===== src/rtl/id_ex_pipeline_reg_pkg.sv =====
// Shared RV32I decode types: ALU instruction-class encodings, writeback select
// and the ID/EX control bundle. Also used by the EX/MEM register.
package id_ex_pipeline_reg_pkg;

    localparam int unsigned REG_ADDR_W = 5;

    typedef enum logic [2:0] {
        ALU_R_TYPE     = 3'd0,
        ALU_I_TYPE     = 3'd1,
        ALU_BRANCH     = 3'd2,
        ALU_LOAD_STORE = 3'd3,
        ALU_LUI        = 3'd4,
        ALU_AUIPC      = 3'd5,
        ALU_JAL        = 3'd6,
        ALU_JALR       = 3'd7
    } alu_control_e;

    typedef enum logic [1:0] {
        WB_ALU = 2'd0,
        WB_MEM = 2'd1,
        WB_PC4 = 2'd2,
        WB_IMM = 2'd3
    } mem_to_reg_e;

    typedef struct packed {
        alu_control_e alu_control;
        logic [2:0]   func3;
        logic [6:0]   func7;
        logic         reg_write;
        logic         mem_read;
        logic         mem_write;
        logic         alu_src;
        logic         branch;
        logic         jump;
        mem_to_reg_e  mem_to_reg;
    } id_ex_ctrl_t;

    // A bubble must not write, touch memory or redirect; ALU class is the address-add one.
    function automatic id_ex_ctrl_t bubble_ctrl();
        id_ex_ctrl_t c;
        c             = '0;
        c.alu_control = ALU_LOAD_STORE;
        c.mem_to_reg  = WB_ALU;
        return c;
    endfunction

endpackage


===== src/rtl/id_ex_pipeline_reg_if.sv =====
// Decode-to-Execute bundle plus pipeline control between Decode and the ID/EX register.
interface id_ex_pipeline_reg_if #(
    parameter int unsigned XLEN  = 32,
    parameter int unsigned CNT_W = 16
);
    import id_ex_pipeline_reg_pkg::*;

    logic [XLEN-1:0]       idPc, idRs1Data, idRs2Data, idImm;
    logic [REG_ADDR_W-1:0] idRs1Addr, idRs2Addr, idRdAddr;
    logic                  idUsesRs1, idUsesRs2;
    logic [2:0]            idFunc3;
    logic [6:0]            idFunc7;
    logic [2:0]            idAluControl;
    logic                  idRegWrite, idMemRead, idMemWrite, idAluSrc, idBranch, idJump;
    logic [1:0]            idMemToReg;
    logic                  idValid;
    logic                  holdIn, flushIn;

    logic [XLEN-1:0]       exPc, exRs1Data, exRs2Data, exImm;
    logic [REG_ADDR_W-1:0] exRs1Addr, exRs2Addr, exRdAddr;
    logic [2:0]            exFunc3;
    logic [6:0]            exFunc7;
    logic [2:0]            exAluControl;
    logic                  exRegWrite, exMemRead, exMemWrite, exAluSrc, exBranch, exJump;
    logic [1:0]            exMemToReg;
    logic                  exValid;
    logic                  stallOut;
    logic [CNT_W-1:0]      loadUseCount, flushCount;

    modport master (
        output idPc, idRs1Data, idRs2Data, idImm, idRs1Addr, idRs2Addr, idRdAddr,
               idUsesRs1, idUsesRs2, idFunc3, idFunc7, idAluControl,
               idRegWrite, idMemRead, idMemWrite, idAluSrc, idBranch, idJump,
               idMemToReg, idValid, holdIn, flushIn,
        input  exPc, exRs1Data, exRs2Data, exImm, exRs1Addr, exRs2Addr, exRdAddr,
               exFunc3, exFunc7, exAluControl,
               exRegWrite, exMemRead, exMemWrite, exAluSrc, exBranch, exJump,
               exMemToReg, exValid, stallOut, loadUseCount, flushCount
    );

    modport slave (
        input  idPc, idRs1Data, idRs2Data, idImm, idRs1Addr, idRs2Addr, idRdAddr,
               idUsesRs1, idUsesRs2, idFunc3, idFunc7, idAluControl,
               idRegWrite, idMemRead, idMemWrite, idAluSrc, idBranch, idJump,
               idMemToReg, idValid, holdIn, flushIn,
        output exPc, exRs1Data, exRs2Data, exImm, exRs1Addr, exRs2Addr, exRdAddr,
               exFunc3, exFunc7, exAluControl,
               exRegWrite, exMemRead, exMemWrite, exAluSrc, exBranch, exJump,
               exMemToReg, exValid, stallOut, loadUseCount, flushCount
    );

endinterface


===== src/rtl/id_ex_pipeline_reg_load_use_detect.sv =====
// Flags a Decode instruction that reads the destination of a load currently in EX.
module id_ex_pipeline_reg_load_use_detect
    import id_ex_pipeline_reg_pkg::*;
(
    input  logic                  i_ex_valid,
    input  logic                  i_ex_mem_read,
    input  logic [REG_ADDR_W-1:0] i_ex_rd_addr,
    input  logic                  i_id_valid,
    input  logic                  i_id_uses_rs1,
    input  logic                  i_id_uses_rs2,
    input  logic [REG_ADDR_W-1:0] i_id_rs1_addr,
    input  logic [REG_ADDR_W-1:0] i_id_rs2_addr,
    output logic                  o_load_use
);

    logic w_rs1_hit;
    logic w_rs2_hit;

    // x0 is never really written, so a load to x0 cannot create a dependency.
    assign w_rs1_hit  = i_id_uses_rs1 && (i_id_rs1_addr == i_ex_rd_addr);
    assign w_rs2_hit  = i_id_uses_rs2 && (i_id_rs2_addr == i_ex_rd_addr);
    assign o_load_use = i_ex_valid && i_ex_mem_read && (i_ex_rd_addr != '0)
                        && (w_rs1_hit || w_rs2_hit) && i_id_valid;

endmodule


===== src/rtl/id_ex_pipeline_reg.sv =====
// ID/EX pipeline register with load-use stall, flush/bubble insertion and
// saturating bubble counters for performance debug.
module id_ex_pipeline_reg
    import id_ex_pipeline_reg_pkg::*;
#(
    parameter int unsigned XLEN  = 32,
    parameter int unsigned CNT_W = 16
) (
    input  logic                 clk,
    input  logic                 rstN,
    id_ex_pipeline_reg_if.slave  bus
);

    logic [XLEN-1:0]       r_pc, r_rs1_data, r_rs2_data, r_imm;
    logic [REG_ADDR_W-1:0] r_rs1_addr, r_rs2_addr, r_rd_addr;
    id_ex_ctrl_t           r_ctrl;
    logic                  r_valid;
    logic [CNT_W-1:0]      r_load_use_cnt, r_flush_cnt;

    logic                  w_load_use;
    id_ex_ctrl_t           w_id_ctrl;

    function automatic logic [CNT_W-1:0] sat_inc(input logic [CNT_W-1:0] c);
        return (&c) ? c : c + CNT_W'(1);
    endfunction

    id_ex_pipeline_reg_load_use_detect u_load_use_detect (
        .i_ex_valid    (r_valid),
        .i_ex_mem_read (r_ctrl.mem_read),
        .i_ex_rd_addr  (r_rd_addr),
        .i_id_valid    (bus.idValid),
        .i_id_uses_rs1 (bus.idUsesRs1),
        .i_id_uses_rs2 (bus.idUsesRs2),
        .i_id_rs1_addr (bus.idRs1Addr),
        .i_id_rs2_addr (bus.idRs2Addr),
        .o_load_use    (w_load_use)
    );

    // Hold dominates; a flush kills the wrong-path instruction so it cannot stall.
    assign bus.stallOut = bus.holdIn || (w_load_use && !bus.flushIn);

    // Invalid Decode slots keep their fields but lose every side-effecting control.
    always_comb begin
        w_id_ctrl             = '0;
        w_id_ctrl.alu_control = alu_control_e'(bus.idAluControl);
        w_id_ctrl.func3       = bus.idFunc3;
        w_id_ctrl.func7       = bus.idFunc7;
        w_id_ctrl.alu_src     = bus.idAluSrc;
        w_id_ctrl.mem_to_reg  = mem_to_reg_e'(bus.idMemToReg);
        w_id_ctrl.reg_write   = bus.idRegWrite && bus.idValid;
        w_id_ctrl.mem_read    = bus.idMemRead  && bus.idValid;
        w_id_ctrl.mem_write   = bus.idMemWrite && bus.idValid;
        w_id_ctrl.branch      = bus.idBranch   && bus.idValid;
        w_id_ctrl.jump        = bus.idJump     && bus.idValid;
    end

    // Priority: hold > flush > load-use > normal advance.
    always_ff @(posedge clk or negedge rstN) begin
        if (!rstN) begin
            r_pc           <= '0;
            r_rs1_data     <= '0;
            r_rs2_data     <= '0;
            r_imm          <= '0;
            r_rs1_addr     <= '0;
            r_rs2_addr     <= '0;
            r_rd_addr      <= '0;
            r_ctrl         <= bubble_ctrl();
            r_valid        <= 1'b0;
            r_load_use_cnt <= '0;
            r_flush_cnt    <= '0;
        end else if (!bus.holdIn) begin
            r_pc       <= bus.idPc;
            r_rs1_data <= bus.idRs1Data;
            r_rs2_data <= bus.idRs2Data;
            r_imm      <= bus.idImm;
            r_rs1_addr <= bus.idRs1Addr;
            r_rs2_addr <= bus.idRs2Addr;
            if (bus.flushIn || w_load_use) begin
                r_ctrl    <= bubble_ctrl();
                r_rd_addr <= '0;
                r_valid   <= 1'b0;
            end else begin
                r_ctrl    <= w_id_ctrl;
                r_rd_addr <= bus.idRdAddr;
                r_valid   <= bus.idValid;
            end
            if (bus.flushIn) begin
                r_flush_cnt <= sat_inc(r_flush_cnt);
            end else if (w_load_use) begin
                r_load_use_cnt <= sat_inc(r_load_use_cnt);
            end
        end
    end

    assign bus.exPc         = r_pc;
    assign bus.exRs1Data    = r_rs1_data;
    assign bus.exRs2Data    = r_rs2_data;
    assign bus.exImm        = r_imm;
    assign bus.exRs1Addr    = r_rs1_addr;
    assign bus.exRs2Addr    = r_rs2_addr;
    assign bus.exRdAddr     = r_rd_addr;
    assign bus.exFunc3      = r_ctrl.func3;
    assign bus.exFunc7      = r_ctrl.func7;
    assign bus.exAluControl = 3'(r_ctrl.alu_control);
    assign bus.exRegWrite   = r_ctrl.reg_write;
    assign bus.exMemRead    = r_ctrl.mem_read;
    assign bus.exMemWrite   = r_ctrl.mem_write;
    assign bus.exAluSrc     = r_ctrl.alu_src;
    assign bus.exBranch     = r_ctrl.branch;
    assign bus.exJump       = r_ctrl.jump;
    assign bus.exMemToReg   = 2'(r_ctrl.mem_to_reg);
    assign bus.exValid      = r_valid;
    assign bus.loadUseCount = r_load_use_cnt;
    assign bus.flushCount   = r_flush_cnt;

endmodule


===== src/flat_wrapper.sv =====
// flat-port wrapper written by rule: the top's interface ports become plain ports
module id_ex_pipeline_reg_flat import id_ex_pipeline_reg_pkg::*;
#(
    parameter int unsigned XLEN  = 32,
    parameter int unsigned CNT_W = 16
)
  (clk, rstN, bus_idPc, bus_idRs1Data, bus_idRs2Data, bus_idImm, bus_idRs1Addr, bus_idRs2Addr, bus_idRdAddr, bus_idUsesRs1, bus_idUsesRs2, bus_idFunc3, bus_idFunc7, bus_idAluControl, bus_idRegWrite, bus_idMemRead, bus_idMemWrite, bus_idAluSrc, bus_idBranch, bus_idJump, bus_idMemToReg, bus_idValid, bus_holdIn, bus_flushIn, bus_exPc, bus_exRs1Data, bus_exRs2Data, bus_exImm, bus_exRs1Addr, bus_exRs2Addr, bus_exRdAddr, bus_exFunc3, bus_exFunc7, bus_exAluControl, bus_exRegWrite, bus_exMemRead, bus_exMemWrite, bus_exAluSrc, bus_exBranch, bus_exJump, bus_exMemToReg, bus_exValid, bus_stallOut, bus_loadUseCount, bus_flushCount);
  id_ex_pipeline_reg_if #(.XLEN(XLEN), .CNT_W(CNT_W)) bus_i ();
  input  logic clk;
  input  logic rstN;
  input wire logic [$bits(bus_i.idPc)-1:0] bus_idPc;
  input wire logic [$bits(bus_i.idRs1Data)-1:0] bus_idRs1Data;
  input wire logic [$bits(bus_i.idRs2Data)-1:0] bus_idRs2Data;
  input wire logic [$bits(bus_i.idImm)-1:0] bus_idImm;
  input wire logic [$bits(bus_i.idRs1Addr)-1:0] bus_idRs1Addr;
  input wire logic [$bits(bus_i.idRs2Addr)-1:0] bus_idRs2Addr;
  input wire logic [$bits(bus_i.idRdAddr)-1:0] bus_idRdAddr;
  input wire logic [$bits(bus_i.idUsesRs1)-1:0] bus_idUsesRs1;
  input wire logic [$bits(bus_i.idUsesRs2)-1:0] bus_idUsesRs2;
  input wire logic [$bits(bus_i.idFunc3)-1:0] bus_idFunc3;
  input wire logic [$bits(bus_i.idFunc7)-1:0] bus_idFunc7;
  input wire logic [$bits(bus_i.idAluControl)-1:0] bus_idAluControl;
  input wire logic [$bits(bus_i.idRegWrite)-1:0] bus_idRegWrite;
  input wire logic [$bits(bus_i.idMemRead)-1:0] bus_idMemRead;
  input wire logic [$bits(bus_i.idMemWrite)-1:0] bus_idMemWrite;
  input wire logic [$bits(bus_i.idAluSrc)-1:0] bus_idAluSrc;
  input wire logic [$bits(bus_i.idBranch)-1:0] bus_idBranch;
  input wire logic [$bits(bus_i.idJump)-1:0] bus_idJump;
  input wire logic [$bits(bus_i.idMemToReg)-1:0] bus_idMemToReg;
  input wire logic [$bits(bus_i.idValid)-1:0] bus_idValid;
  input wire logic [$bits(bus_i.holdIn)-1:0] bus_holdIn;
  input wire logic [$bits(bus_i.flushIn)-1:0] bus_flushIn;
  output wire logic [$bits(bus_i.exPc)-1:0] bus_exPc;
  output wire logic [$bits(bus_i.exRs1Data)-1:0] bus_exRs1Data;
  output wire logic [$bits(bus_i.exRs2Data)-1:0] bus_exRs2Data;
  output wire logic [$bits(bus_i.exImm)-1:0] bus_exImm;
  output wire logic [$bits(bus_i.exRs1Addr)-1:0] bus_exRs1Addr;
  output wire logic [$bits(bus_i.exRs2Addr)-1:0] bus_exRs2Addr;
  output wire logic [$bits(bus_i.exRdAddr)-1:0] bus_exRdAddr;
  output wire logic [$bits(bus_i.exFunc3)-1:0] bus_exFunc3;
  output wire logic [$bits(bus_i.exFunc7)-1:0] bus_exFunc7;
  output wire logic [$bits(bus_i.exAluControl)-1:0] bus_exAluControl;
  output wire logic [$bits(bus_i.exRegWrite)-1:0] bus_exRegWrite;
  output wire logic [$bits(bus_i.exMemRead)-1:0] bus_exMemRead;
  output wire logic [$bits(bus_i.exMemWrite)-1:0] bus_exMemWrite;
  output wire logic [$bits(bus_i.exAluSrc)-1:0] bus_exAluSrc;
  output wire logic [$bits(bus_i.exBranch)-1:0] bus_exBranch;
  output wire logic [$bits(bus_i.exJump)-1:0] bus_exJump;
  output wire logic [$bits(bus_i.exMemToReg)-1:0] bus_exMemToReg;
  output wire logic [$bits(bus_i.exValid)-1:0] bus_exValid;
  output wire logic [$bits(bus_i.stallOut)-1:0] bus_stallOut;
  output wire logic [$bits(bus_i.loadUseCount)-1:0] bus_loadUseCount;
  output wire logic [$bits(bus_i.flushCount)-1:0] bus_flushCount;
  assign bus_i.idPc = bus_idPc;
  assign bus_i.idRs1Data = bus_idRs1Data;
  assign bus_i.idRs2Data = bus_idRs2Data;
  assign bus_i.idImm = bus_idImm;
  assign bus_i.idRs1Addr = bus_idRs1Addr;
  assign bus_i.idRs2Addr = bus_idRs2Addr;
  assign bus_i.idRdAddr = bus_idRdAddr;
  assign bus_i.idUsesRs1 = bus_idUsesRs1;
  assign bus_i.idUsesRs2 = bus_idUsesRs2;
  assign bus_i.idFunc3 = bus_idFunc3;
  assign bus_i.idFunc7 = bus_idFunc7;
  assign bus_i.idAluControl = bus_idAluControl;
  assign bus_i.idRegWrite = bus_idRegWrite;
  assign bus_i.idMemRead = bus_idMemRead;
  assign bus_i.idMemWrite = bus_idMemWrite;
  assign bus_i.idAluSrc = bus_idAluSrc;
  assign bus_i.idBranch = bus_idBranch;
  assign bus_i.idJump = bus_idJump;
  assign bus_i.idMemToReg = bus_idMemToReg;
  assign bus_i.idValid = bus_idValid;
  assign bus_i.holdIn = bus_holdIn;
  assign bus_i.flushIn = bus_flushIn;
  assign bus_exPc = bus_i.exPc;
  assign bus_exRs1Data = bus_i.exRs1Data;
  assign bus_exRs2Data = bus_i.exRs2Data;
  assign bus_exImm = bus_i.exImm;
  assign bus_exRs1Addr = bus_i.exRs1Addr;
  assign bus_exRs2Addr = bus_i.exRs2Addr;
  assign bus_exRdAddr = bus_i.exRdAddr;
  assign bus_exFunc3 = bus_i.exFunc3;
  assign bus_exFunc7 = bus_i.exFunc7;
  assign bus_exAluControl = bus_i.exAluControl;
  assign bus_exRegWrite = bus_i.exRegWrite;
  assign bus_exMemRead = bus_i.exMemRead;
  assign bus_exMemWrite = bus_i.exMemWrite;
  assign bus_exAluSrc = bus_i.exAluSrc;
  assign bus_exBranch = bus_i.exBranch;
  assign bus_exJump = bus_i.exJump;
  assign bus_exMemToReg = bus_i.exMemToReg;
  assign bus_exValid = bus_i.exValid;
  assign bus_stallOut = bus_i.stallOut;
  assign bus_loadUseCount = bus_i.loadUseCount;
  assign bus_flushCount = bus_i.flushCount;
  id_ex_pipeline_reg #(.XLEN(XLEN), .CNT_W(CNT_W)) u_core (.clk(clk), .rstN(rstN), .bus(bus_i));
endmodule

===== config.mk =====
export PLATFORM = sky130hd
export DESIGN_NAME = id_ex_pipeline_reg_flat
export DESIGN_NICKNAME = d
export VERILOG_FILES = /design/src/rtl/id_ex_pipeline_reg_pkg.sv /design/src/rtl/id_ex_pipeline_reg_if.sv /design/src/rtl/id_ex_pipeline_reg_load_use_detect.sv /design/src/rtl/id_ex_pipeline_reg.sv /design/src/flat_wrapper.sv
export SDC_FILE = /design/constraint.sdc
export NUM_CORES = 1
export LEC_CHECK = 0
export CORE_MARGIN = 5
export CORE_UTILIZATION = 32
export DETAILED_ROUTE_END_ITERATION = 8
export GPL_TIMING_DRIVEN = 0
export PLACE_DENSITY_LB_ADDON = 0.25
export SLEW_MARGIN = 10
export SYNTH_ARGS = -nofsm -noshare
export SYNTH_HDL_FRONTEND = slang
export SYNTH_SLANG_ARGS = --single-unit

===== constraint.sdc =====
create_clock -name clk -period 5.58 [get_ports clk]
set_clock_uncertainty 0.05 [all_clocks]
set_input_delay 1.116 -clock clk [delete_from_list [all_inputs] [get_ports clk]]
set_output_delay 1.116 -clock clk [all_outputs]
set_load 0.01 [all_outputs]

==> reports/qor.csv, run 1 <==
stage,metric,value,unit
global_routing,grt-ovfl-total,0,
yosys,synth_fp_nets,682,
worst_setup_path,crit_required,4.41,ns
cells_and_area,diodes,0,
worst_setup_path,cp_top_family,buffers and inverters,
die,die_area,27400,um^2
die,ios,369,
route,wirelength,22.5,mm
clock_network,htree_levels,4,
pwr,p_seq_frac,0.465,
die,rows,57,
global_routing,antenna_found_initial,1,
run,max_cap_violations,0,
place,pre_cts_slack,1.18,ns
global_routing,track_usage,0.157,
clock_network,cts_tree,yes,
route,drt_iter0_drc,196,
place,placed_cell_area,11900,um^2
cells_and_area,layout_commonest_cell,clkdlybuf4s50_1,
pwr,p_sw,0.000938,W
timing,fin_ws,1.25,ns
timing,max_slew_margin,0.519,
run_status,outcome,"complete, no violations",
worst_setup_path,start_kind,primary input,
timing,fin_crit_sh,0.776,
place,gp_congestion,0.782,
global_routing,grt_pass1_vias,5815,
die,die_w,166,um
pwr,finalPower,0.00355,W
clock_network,cts_sinks,197,
timing,tightest_slew,0.721,ns
worst_setup_path,cp.arrival,3.16,ns
worst_setup_path,crit_slowest_cell,clkdlybuf4s50_1,
worst_setup_path,crit_buf_inv,2,
worst_hold_path,hold_class,reg -> reg,
route,vias_per_cell,4.52,
route,ant_nets,0,
worst_setup_path,rrSetupSlack,3.44,ns
pwr,power.density,286,nW/um^2
clock_network,cts_setup_buffers,0,
timing,clock.fmax,231,MHz
yosys,seq_area_frac_synth,0.637,
cells_and_area,layout-drive-gt1-share,0.209,
global_routing,grt_pass1_wl,33.2,mm
place,place_hpwl,17.4,mm
clock_network,root_buffer,clkbuf_16,
route,drc,0,
clock_network,clk_pin_slew_worst_paths,0.06,ns
pwr,p_leak,5.15,nW
die,initial_core_util,0.322,
timing,min_period,4.33,ns
yosys,synth_seq_cells,197,
die,die_height,166,um
clock_network,ctsResizeCount,0,
cells_and_area,final_cell_mix,"366 x clkdlybuf4s50_1, 195 x dfrtp_1, 139 x mux2_2",
clock_network,cts_buffers,17,
worst_setup_path,cp_common_cell,clkdlybuf4s50_1,
worst_setup_path,crit_type,in -> out,
pwr,p_sw_frac,0.264,
timing,rsz0062_at_grt,false,
yosys,synth_warnings,0,
pwr,vdd_ir_drop_max,0.217,mV
yosys,synth.largest_area_cell,dfrtp_1,
worst_setup_path,path_cells,"clkdlybuf4s50_1, xor2_1, nor4_1, and3_1, o21ai_2, o21bai_1, clkdlybuf4s50_1",
clock_network,postCtsHoldBufs,0,
yosys,syn_area,7740,um^2
global_routing,grt_max_degree,74,
cells_and_area,final_nets,1070,
yosys,yosysUniqueCellTypes,37,
pwr,combPwrFrac,0.204,
yosys,avgSynthCellArea,15.2,um^2
route,firstDrtPassIters,4,
cells_and_area,utilization,0.517,
route,wire_per_inst,18.2,um
worst_setup_path,cp-end-kind,output port,
yosys,netlist.area_leader.share,0.631,
clock_network,clock_latency,0.42,ns
worst_setup_path,critPathMaxFanout,4,
place,io_buffers,367,
cells_and_area,syn2layout_area_growth,60.6,%
pwr,p_int,0.00261,W
timing,hold_viol_final,0,
clock_network,clockBufferDepth,2,
yosys,netlist_instances,509,
die,core-area,24000,um^2
timing,finalMaxSlewViolations,0,
pwr,p_clk_frac,0.332,
cells_and_area,design_area,12400,um^2
worst_setup_path,crit_path_max_incr_delay,0.59,ns
timing,setup_viol,0,
route,num_vias,5580,
yosys,ys_top_cells_by_area,"dfrtp_1 63%, mux2_2 20%, xnor2_1 2.5%, a22o_1 2.3%, xor2_1 2.0%",
[synthesized netlist by cell type (all sizes together)]
cell type,count
a21oi,3
a22o,20
a31oi,1
a32o,5
and2,2
and3,8
and4,7
buf,8
clkbuf,16
dfrtp,195
dfstp,2
ha,2
inv,2
mux2,140
nand2,7
nand3,17
nand4,10
nor2,6
nor2b,4
nor3,3
nor3b,1
nor4,1
nor4b,1
o2111a,1
o211ai,1
o21a,2
o21ai,2
o21bai,1
or2,1
xnor2,22
xor2,18
[routing by layer]
metal / wire [um] / share of wire / vias to the layer above / track usage
met5: 13 / 0.00058 / - / 0
met4: 582 / 0.026 / 2 / 0.0551
met3: 1620 / 0.072 / 33 / 0.0496
met2: 11300 / 0.50 / 198 / 0.264
met1: 8910 / 0.40 / 2745 / 0.190
li1: - / - / 2602 / -
[state kept, by name, indices dropped and copies added, names as in the netlist, 2 cells and up]
name,flops
u_core.bus.exRs2Addr,5
u_core.bus.exFunc7,7
u_core.bus.exRs1Data,32
u_core.bus.exRdAddr,5
u_core.bus.exRs1Addr,5
u_core.bus.exImm,32
u_core.bus.exFunc3,3
u_core.bus.exPc,32
u_core.bus.exMemToReg,2
u_core.bus.exRs2Data,32
u_core.bus.flushCount,16
u_core.bus.loadUseCount,16
u_core.bus.exAluControl,3
[final timing paths]
check | startpoint | cells past startpoint | endpoint
max | bus_idRs2Addr[4] | 7 | bus_stallOut
min | u_core.bus.flushCount[15] | 1 | u_core.bus.flushCount[15]
max reg2reg | u_core.bus.exRdAddr[4] | 8 | u_core.bus.exFunc7[6]
min reg2reg | u_core.bus.flushCount[15] | 1 | u_core.bus.flushCount[15]
max in group asynchronous | rstN | 3 | u_core.bus.exImm[9]
min in group asynchronous | rstN | 1 | u_core.bus.loadUseCount[14]
[area by class of cell]
type	instances	area [um^2]
multi-input cells	286	2670
flip-flops and latches	197	4930
clock inverters	12	113
fillers	2159	11600
well taps	324	405
plain buffers	24	125
repair buffers	369	3730
clock buffers	20	437
inverters	2	7.51
[through the flow]
stage,hold WS [ns],instances,TNS (ns)
2_1_floorplan,0.466,509,0
3_3_place_gp,0.425,1200,-1074.65
3_5_place_dp,0.435,1202,0
4_1_cts,0.451,1234,0
5_1_grt,0.461,1234,0
6_report,0.444,1234,0
[power by group through the flow]
stage	clock, W	combinational, W	sequential (W)
3_3_place_gp	0	0.000725	0.00168
4_1_cts	0.00122	0.000738	0.00165
5_1_grt	0.00128	0.000776	0.00167
2_1_floorplan	0	0.000185	0.00173
3_5_place_dp	0	0.000736	0.00168
6_report	0.00118	0.000723	0.00165
[cells by family (layout without fill, tap and decap cells)]
logic type      Yosys count  in the layout  share of synthesized area
compound gates           36             36                     0.0404
xor+xnor                 40             40                     0.0453
fa+ha+maj                 2              2                    0.00323
buf+inv                  26            427                     0.0171
flops                   197            197                      0.637
mux                     140            140                      0.204
simple gates             68             68                     0.0524
Note: power is estimated with default switching activity, not from simulation.
==> run 2: changes to the inputs <==
==> constraint.sdc (replaced) <==
create_clock -name clk -period 4.2 [get_ports clk]
set_clock_uncertainty 0.05 [all_clocks]
set_input_delay 0.84 -clock clk [delete_from_list [all_inputs] [get_ports clk]]
set_output_delay 0.84 -clock clk [all_outputs]
set_load 0.01 [all_outputs]
==> results of run 2 <==
Same layout as run 1 (identical final DEF). Status: complete, no violations.
Main changes from that run: setup slack after placement 1.18 ns -> 0.357 ns; clock-pin slew on the worst setup and hold paths 0.06 ns -> 0.08 ns; setup slack after layout 1.25 ns -> 0.424 ns; hold slack 0.444 ns -> 0.301 ns; register-to-register setup slack 3.44 ns -> 2.06 ns; total power 0.00355 W -> 0.00472 W; worst IR drop on VDD 0.217 mV -> 0.288 mV
